<file path="config.mk">
export PLATFORM = sky130hd
export DESIGN_NAME = block_averager
export DESIGN_NICKNAME = d
export VERILOG_FILES = /design/src/rtl/block_averager.sv
export SDC_FILE = /design/constraint.sdc
export NUM_CORES = 1
export LEC_CHECK = 0
export CORE_ASPECT_RATIO = 1.5
export CORE_MARGIN = 2
export CORE_UTILIZATION = 38
export DETAILED_ROUTE_END_ITERATION = 16
export REMOVE_ABC_BUFFERS = 1
export SYNTH_ARGS = -nofsm -noshare
export SYNTH_HDL_FRONTEND = slang
export SYNTH_SLANG_ARGS = --single-unit
</file>
<file path="constraint.sdc">
create_clock -name clk -period 2.92 [get_ports clk]
set_input_delay 0.584 -clock clk [delete_from_list [all_inputs] [get_ports clk]]
set_output_delay 0.584 -clock clk [all_outputs]
set_load 0.005 [all_outputs]
</file>
<file path="src/rtl/block_averager.sv">
// block_averager: accumulates 2**LOG2_SAMPLES unsigned samples and emits
// their truncated mean (sum >> LOG2_SAMPLES) over a valid/ready handshake.
// A completed result is held in HOLD until the consumer takes it. No samples
// are accepted in HOLD, which gives one bubble cycle per block.
module block_averager #(
    parameter int N            = 8,
    parameter int LOG2_SAMPLES = 2
) (
    input  logic         clk,
    input  logic         rstN,
    input  logic         clear,
    input  logic         in_valid,
    output logic         in_ready,
    input  logic [N-1:0] in_data,
    output logic         out_valid,
    input  logic         out_ready,
    output logic [N-1:0] out_data
);

    localparam int K = LOG2_SAMPLES;
    localparam int SW = N + K;

    typedef enum logic {ACCUM = 1'b0, HOLD = 1'b1} state_t;

    state_t          state, nxt;
    logic [SW-1:0]   sum;
    logic [K-1:0]    count;
    logic [SW-1:0]   sum_next;
    logic            accept;
    logic            last;

    assign accept   = in_valid && in_ready;
    assign last     = (count == {K{1'b1}});
    // The sum is wide enough for a full block of maximum samples.
    assign sum_next = sum + {{K{1'b0}}, in_data};

    // State register.
    always_ff @(posedge clk or negedge rstN) begin
        if (!rstN) state <= ACCUM;
        else       state <= nxt;
    end

    // Next-state logic. clear overrides every other event.
    always_comb begin
        nxt = state;
        if (clear) begin
            nxt = ACCUM;
        end else begin
            case (state)
                ACCUM: if (accept && last) nxt = HOLD;
                HOLD:  if (out_ready)      nxt = ACCUM;
                default: nxt = ACCUM;
            endcase
        end
    end

    // Handshake outputs are decoded from the state.
    always_comb begin
        in_ready  = (state == ACCUM);
        out_valid = (state == HOLD);
    end

    // Datapath: accumulate samples, latch the mean on the last sample.
    // clear leaves out_data alone because it is ignored while out_valid is low.
    always_ff @(posedge clk or negedge rstN) begin
        if (!rstN) begin
            sum      <= '0;
            count    <= '0;
            out_data <= '0;
        end else if (clear) begin
            sum   <= '0;
            count <= '0;
        end else if (accept) begin
            if (last) begin
                out_data <= sum_next[SW-1:K];
                sum      <= '0;
                count    <= '0;
            end else begin
                sum   <= sum_next;
                count <= count + K'(1);
            end
        end
    end

endmodule

</file>
==> results.yml, run 1 <==
floorplan:
  die_h_um: 75.7
  row_count: 26
  start_util_pct: 38.9
  io_pins: 23
  core_um2: 3350
  die_w_um: 51.8
  die-area_um2: 3920
synthesis:
  avgSynthCellArea_um2: 10.3
  synth_edf_count: 0
  yosys_warnings: 0
  ys.flop_type: "dfrtp_1"
  ys_seq_area_share_pct: 40.3
  async_reset_ff_share_pct: 100
  syn_area_um2: 1300
  synth.distinct_cells: 40
  synth_cells: 127
  ys_ff_latch: 21
finish:
  syn2layout_area_growth_pct: 23.9
  regArea_um2: 526
  fin_util_pct: 48.2
  fin_cells: 193
  drive_above_1_share_pct: 11.3
  multiInputGateArea_um2: 733
  n_antenna_cell: 0
  nets: 175
  fillers: 326
global_routing:
  grt_max_degree: 22
  grt_pass1_wl_um: 5140
  overflow: 0
  antenna_found_initial: 0
  grt_usage_pct: 17.6
  grt_pass1_vias: 1040
timing:
  max_slew_margin_pct: 52.5
  tns_ns: 0
  final_max_slew_viol_count: 0
  report.final.setup_viol: 0
  rsz0062_at_grt: "false"
  hold_viol: 0
  fmax_mhz: 424
  fin_crit_ns: 2.36
  clock_skew_ns: 0.00824
  worstMarginPinSlew_ns: 0.709
  period_share_pct: 80.8
routing:
  drc: 0
  totalWireLength_um: 2950
  via_per_inst: 5.45
  final_antenna_net_count: 0
  num_vias: 1052
  dr.first_iter.drc_count: 15
  avgRoutedWirePerCell_um: 15.3
  firstDrtPassIters: 4
critical_path:
  r2r_slack_ns: 0.99
  r2r_cells: 7
  critPathCaptureType: "register"
  required_ns: 3.09
  crit_fanout: 4
  cp_num_buf_inv: 2
  worstSetupPathType: "in -> reg"
  slowest_stage: "clkdlybuf4s50_1"
  critPathMaxStageDelay_ns: 0.46
  crit_path_cell_trace: "clkdlybuf4s50_1 -> ha_1 -> inv_1 -> fa_1 -> nand2b_1 -> a211oi_1 -> nor3_1 -> o31ai_1"
  worstPathArrival_ns: 2.52
  startpoint_type: "input port"
  path_delay_family: "adder cells"
  crit_cells: 8
clocking:
  post_cts_buffers: 0
  cts_buffer_depth: 2
  clkSinkCount: 21
  ctsResizeCount: 0
  clkSlewWorstSetupHoldPaths_ns: 0.07
  clk_latency_ns: 0.26
  root_buffer: "clkbuf_8"
  tritoncts: "built"
  post_cts_hold_buffer_count: 0
  cts_made_buffers: 3
  ctsHtreeMaxLevel: 1
pwr:
  netSwitchingPower_uw: 249
  swShare_pct: 30.5
  p_int_uw: 566
  p_clk_share_pct: 23.8
  leakage_uw: 0.000720
  peakVddDrop_uv: 440
  p_seq_share_pct: 43.4
  cellPowerDensity_nw_per_um2: 505
  combPwrFrac_pct: 32.8
run_status:
  status: "completed"
placed_design:
  io_buffers: 22
  post-dp-hpwl_um: 2240
  dp.cells: 189
  place_congestion: 0.837
min_path:
  hold_depth: 2
  hp-class: "reg -> reg"
flow_run:
  maxCapViolCount: 0
==> synth_stat cells, drive strengths merged (3+ instances only) <==
| cell type | n | area share (%) |
|---|---|---|
| a211oi | 3 | 2.1 |
| a21o | 3 | 1.7 |
| a21oi | 7 | 3.0 |
| a22o | 5 | 3.4 |
| buf | 3 | 1.6 |
| dfrtp | 21 | 40 |
| ha | 9 | 8.6 |
| inv | 4 | 1.2 |
| mux2 | 3 | 2.6 |
| nand2 | 13 | 3.7 |
| nand3 | 4 | 1.5 |
| nand4 | 3 | 1.4 |
| nor2 | 6 | 1.7 |
| nor3 | 3 | 1.5 |
| o21a | 4 | 2.3 |
| o21ai | 7 | 2.7 |
| o31ai | 3 | 2.1 |
| xnor2 | 3 | 2.0 |
==> cell usage in the layout, fill, tap and decap left out, drive strengths merged, types with 2 or more instances in the layout <==
| cell type | count |
|---|---|
| o21ai | 7 |
| o31ai | 3 |
| mux2i | 2 |
| xnor2 | 3 |
| nor3 | 3 |
| o211ai | 2 |
| ha | 9 |
| nand3 | 4 |
| a21o | 3 |
| nand2b | 2 |
| o21a | 4 |
| clkbuf | 4 |
| mux2 | 3 |
| inv | 4 |
| buf | 3 |
| nand2 | 13 |
| a211o | 2 |
| o2111ai | 2 |
| nor2 | 6 |
| clkdlybuf4s50 | 22 |
| a21oi | 7 |
| dfrtp | 21 |
| nand4 | 3 |
| a211oi | 3 |
| a22o | 5 |
==> power groups by stage <==
stage                     logic, uW  registers (uW)  clock network (uW)
after floorplan                 163             356                   0
after global placement          266             359                   0
after detailed placement        269             361                   0
after CTS                       271             354                 203
after global routing            301             359                 209
final                           268             354                 193
==> through the flow <==
stage               cell area, um2  total power, uW  hold WS, ns  setup WS [ns]
floorplan                     1270              519        0.288          0.903
global placement              1570              625        0.464          0.352
detailed placement            1570              629        0.470          0.281
CTS                           1610              828        0.488          0.550
global route                  1610              868        0.516          0.308
finish                        1610              815        0.485          0.560
==> layout make-up <==
class,count,area share [%]
multi-input combinational,97,45.4
timing repair buffer,25,15.0
clock buffer,4,2.79
sequential,21,32.6
tap,42,3.26
inverter,4,0.930
==> tightest hold or removal path: stages, from the launching register on <==
cell and delay (ns):
dfrtp_1 0.34, nand2_1 0.05, nand3_1 0.06
==> final timing paths <==
kind	endpoint	startpoint
min in group asynchronous	sum[4]	rstN
max	out_data[4]	in_data[0]
max in group asynchronous	out_data[3]	rstN
max reg2reg	out_data[4]	sum[0]
min	out_data[7]	out_data[7]
min reg2reg	out_data[7]	out_data[7]
==> kinds of logic (layout without fill, tap and decap cells) <==
group | after synthesis | after routing | share of synthesized area, %
DFF | 21 | 21 | 40.3
and+or+nand+nor | 35 | 35 | 14.8
buffers and inverters | 9 | 33 | 3.36
xor gates and xnor gates | 4 | 4 | 2.69
adders and majority gates | 10 | 10 | 10.2
AOI/OAI and AO/OA | 43 | 43 | 24.5
muxes | 5 | 5 | 4.13
==> flip-flops by register name (all words and copies together), names as in the netlist <==
register / count
out_data: 8
out_valid: 1
sum: 10
count: 2
==> layer usage <==
metal  up-vias  wire, um  GRT usage (%)
met2        14      1550           30.5
met1       507      1330           23.7
met4         0        17           3.51
met5         -         0              0
li1        529         -              -
met3         2        60           2.35
Power figures use the tool's default switching activity.
==> inputs of run 2 (changes only) <==
clock period = 1.9 ns   (was 2.92 ns; I/O delays follow)
==> run 2 against run 1 <==
Net effect:
- critical path depth down 1
- clock power is 54% higher
- count of clock-buffer cells in the layout unchanged
- highest routed layer unchanged
- largest cell class unchanged
- die area unchanged
- register-to-register slack got worse by 0.89 ns
- critical endpoint is now sum[7]
- largest power group unchanged
- flip-flop and latch count stayed put
- global-route usage grew 1.8 points
==> results.yml, run 2 (same netlist as run 1, synthesis figures left out) <==
run_status:
  status: "completed"
floorplan:
  row_count: 26
  start_util_pct: 38.9
  core_um2: 3350
  io_pins: 23
  die_h_um: 75.7
  die-area_um2: 3920
  die_w_um: 51.8
timing:
  tns_ns: 0
  worstMarginPinSlew_ns: 1.02
  hold_viol: 0
  period_share_pct: 97.3
  max_slew_margin_pct: 31.9
  final_max_slew_viol_count: 0
  fin_crit_ns: 1.85
  setup_ws_ns: 0.0515
  holdWs_ns: 0.458
  fmax_mhz: 541
  clock_skew_ns: 0.00180
  report.final.setup_viol: 0
clocking:
  clk_latency_ns: 0.26
  clkSinkCount: 21
  root_buffer: "clkbuf_8"
  cts_buffer_depth: 2
  ctsHtreeMaxLevel: 1
  post_cts_hold_buffer_count: 0
  cts_made_buffers: 3
  clkSlewWorstSetupHoldPaths_ns: 0.08
  tritoncts: "built"
finish:
  final_cell_mix: "buf_4 (25), dfrtp_1 (21), clkdlybuf4s50_1 (20)"
  fillers: 311
  fin_util_pct: 55.7
  drive_above_1_share_pct: 30.6
  nets: 197
  largest_register: "sum"
  syn2layout_area_growth_pct: 43.3
  n_antenna_cell: 0
  regArea_um2: 526
  final_common_cell: "buf_4"
  multiInputGateArea_um2: 823
  largestRegisters: "sum: 10 flops, out_data: 8 flops, count: 2 flops"
  largest_reg_flops: 10
critical_path:
  startpoint_type: "input port"
  critPathCaptureType: "register"
  worstPathArrival_ns: 2.00
  crit_fanout: 3
  worstSetupPathType: "in -> reg"
  r2r_cells: 7
  required_ns: 2.05
  r2r_slack_ns: 0.10
pwr:
  leakage_uw: 0.000843
  cellPowerDensity_nw_per_um2: 742
  peakVddDrop_uv: 388
routing:
  dr.first_iter.drc_count: 18
  num_vias: 1186
  final_antenna_net_count: 0
  avgRoutedWirePerCell_um: 16.0
  via_per_inst: 5.52
  firstDrtPassIters: 4
  drc: 0
  totalWireLength_um: 3440
placed_design:
  place_congestion: 0.823
  io_buffers: 22
  pre_cts_ws_ns: -0.537
  post-dp-hpwl_um: 2500
min_path:
  hp-class: "in -> async"
global_routing:
  grt_usage_pct: 19.4
  grt_pass1_vias: 1190
  grt_max_degree: 22
  overflow: 0
  grt_pass1_wl_um: 5510
  antenna_found_initial: 0
flow_run:
  maxCapViolCount: 0
## run 2: metrics by stage
step / std cells / instance area, um2 / power (uW)
after detailed placement: 210 / 1730 / 1040
final: 215 / 1870 / 1390
after global routing: 215 / 1870 / 1470
after CTS: 214 / 1810 / 1360
after global placement: 210 / 1730 / 1030
after floorplan: 122 / 1270 / 798
## run 2: path summary, 6_finish.rpt
check | end | startpoint
min in group clk | out_data[6] | out_data[6]
min reg2reg | out_data[6] | out_data[6]
max | sum[7] | in_data[2]
min | sum[3] | rstN
max reg2reg | out_data[4] | sum[0]
max in group asynchronous | out_data[7] | rstN
## run 2: layer usage
| layer | part of all wire, % | global-route usage (%) | vias to the layer above |
|---|---|---|---|
| li1 | - | - | 566 |
| met4 | 2.9 | 10.8 | 0 |
| met5 | 0 | 0 | - |
| met3 | 1.9 | 2.35 | 8 |
| met1 | 41 | 22.2 | 594 |
| met2 | 54 | 34.8 | 18 |
## run 2: cell type report
cell class	count	area share, %
Multi-Input combinational cell	97	44.1
Sequential cell	21	28.2
Timing Repair Buffer	47	21.7
Tap cell	42	2.82
Clock buffer	4	2.41
Inverter	4	0.804
## run 2: repair_timing
item,CTS,global route
pin swaps,6,4
endpoints found under the setup margin,8,9
setup buffers,0,1
gates resized for setup,12,6
## run 2: critical path: stages
cell and delay (ns):
clkdlybuf4s50_1 0.42, ha_1 0.30, o211ai_1 0.18, buf_4 0.16
o211ai_1 0.11, a21o_1 0.20, a32o_1 0.25
## run 2: power breakdown
group          internal (uW)  switching (uW)  leakage, uW
logic                    297             244     0.000537
registers                507            41.4     0.000284
clock network            150             147    0.0000228
==> inputs of run 3 (changes only) <==
CORE_MARGIN = not set   (was 2)
==> run 3 against run 2 <==
Net effect:
- non-clock buffer count shrank 1
- flip-flop and latch count stayed put
- count of clock-buffer cells in the layout down 1
- total power fell by 2.1%
- largest cell class unchanged
==> results.yml, run 3 (same netlist as run 1, synthesis figures left out) <==
run_status:
  status: "completed"
clocking:
  clkSinkCount: 21
  clk_latency_ns: 0.26
  ctsHtreeMaxLevel: 1
  root_buffer: "clkbuf_8"
  cts_buffer_depth: 2
  post_cts_buffers: 0
  clkSlewWorstSetupHoldPaths_ns: 0.08
  cts_made_buffers: 3
  tritoncts: "built"
critical_path:
  crit_fanout: 4
  required_ns: 2.05
  startpoint_type: "input port"
  worstPathArrival_ns: 1.97
  critPathCaptureType: "register"
  worstSetupPathType: "in -> reg"
pwr:
  peakVddDrop_uv: 579
  cellPowerDensity_nw_per_um2: 738
  leakage_uw: 0.000843
  power.total_uw: 1360
timing:
  fmax_mhz: 549
  setup_ws_ns: 0.0798
  worstMarginPinSlew_ns: 0.601
  fin_crit_ns: 1.82
  hold_viol: 0
  clock_skew_ns: 0.00208
  final_max_slew_viol_count: 0
  max_slew_margin_pct: 59.9
  period_share_pct: 95.8
  report.final.setup_viol: 0
global_routing:
  grt_usage_pct: 19.0
  top_usage_layer: "met2"
  use_met1_pct: 19.7
  grt_use_met2_pct: 38.3
  overflow: 0
  use_met3_pct: 2.28
  grt_pass1_wl_um: 5280
  grt_max_degree: 22
  grt_pass1_vias: 1203
  antenna_found_initial: 0
finish:
  largest_register: "sum"
  largest_reg_flops: 10
  syn2layout_area_growth_pct: 41.1
  final_cell_mix: "buf_4 (24), dfrtp_1 (21), clkdlybuf4s50_1 (19)"
  fin_util_pct: 57.0
  drive_above_1_share_pct: 29.1
  nets: 196
  n_antenna_cell: 0
  largestRegisters: "sum: 10 flops, out_data: 8 flops, count: 2 flops"
  final_common_cell: "buf_4"
  final_area_um2: 1840
routing:
  final_antenna_net_count: 0
  totalWireLength_um: 3210
  dr.first_iter.drc_count: 23
  firstDrtPassIters: 3
  num_vias: 1141
  avgRoutedWirePerCell_um: 15.1
  via_per_inst: 5.38
  drc: 0
floorplan:
  die_h_um: 73.7
  core_um2: 3220
  row_count: 25
  start_util_pct: 40.4
  die_w_um: 49.8
  die-area_um2: 3670
  io_pins: 23
placed_design:
  io_buffers: 22
  place_area_um2: 1720
  pre_cts_ws_ns: -0.489
  place_congestion: 0.810
  post-dp-hpwl_um: 2440
flow_run:
  maxCapViolCount: 0
min_path:
  hp-class: "in -> async"
## run 3: cell type report
class	instances	area, um2
tap	40	50.0
fill	286	1380
timing repair buffer	46	400
clock inverter	1	5.00
sequential	21	526
multi-input combinational	97	801
clock buffer	3	41.3
inverter	4	15.0
## run 3: timing repair
action	in CTS	in global routing
resized for setup	8	6
endpoints found under the setup margin	8	7
pin swaps	4	3
hold buffers	0	0
cloned	0	0
## run 3: where the power goes
group,internal (uW),switching (uW),total [uW]
Clock,146,150,296
Sequential,507,41.5,548
Combinational,287,226,513
## run 3: metal layers
layer	routed length (um)	part of all wire, %	up-vias
li1	-	-	566
met2	1800	56	12
met1	1320	41	561
met3	53	1.7	2
met4	34	1.1	0
met5	0	0	-
## run 3: path summary, 6_finish.rpt
check                                 start           to  slack, ns  cells after the start
worst max-delay path             in_data[6]       sum[7]       0.08                      6
worst min-delay path                   rstN       sum[4]       0.45                      2
worst max register to register       sum[0]       sum[8]       0.09                      7
worst min register to register  out_data[0]  out_data[0]       0.48                      2
max in group asynchronous              rstN  out_data[4]       1.22                      2
min in group clk                out_data[0]  out_data[0]       0.48                      2
## run 3: critical path: stages
cell and delay [ns]:
clkdlybuf4s50_1 0.53, ha_4 0.23, a21oi_2 0.15, a21bo_2 0.24, a21o_1 0.18, a32o_1 0.26
## run 3: metrics by stage
step,cells,hold slack (ns),TNS (ns)
2_1_floorplan,122,0.0844,0
3_3_place_gp,208,0.464,-3.97
3_5_place_dp,208,0.467,-4.64
4_1_cts,212,0.465,0
5_1_grt,212,0.506,-0.00219
6_report,212,0.455,0
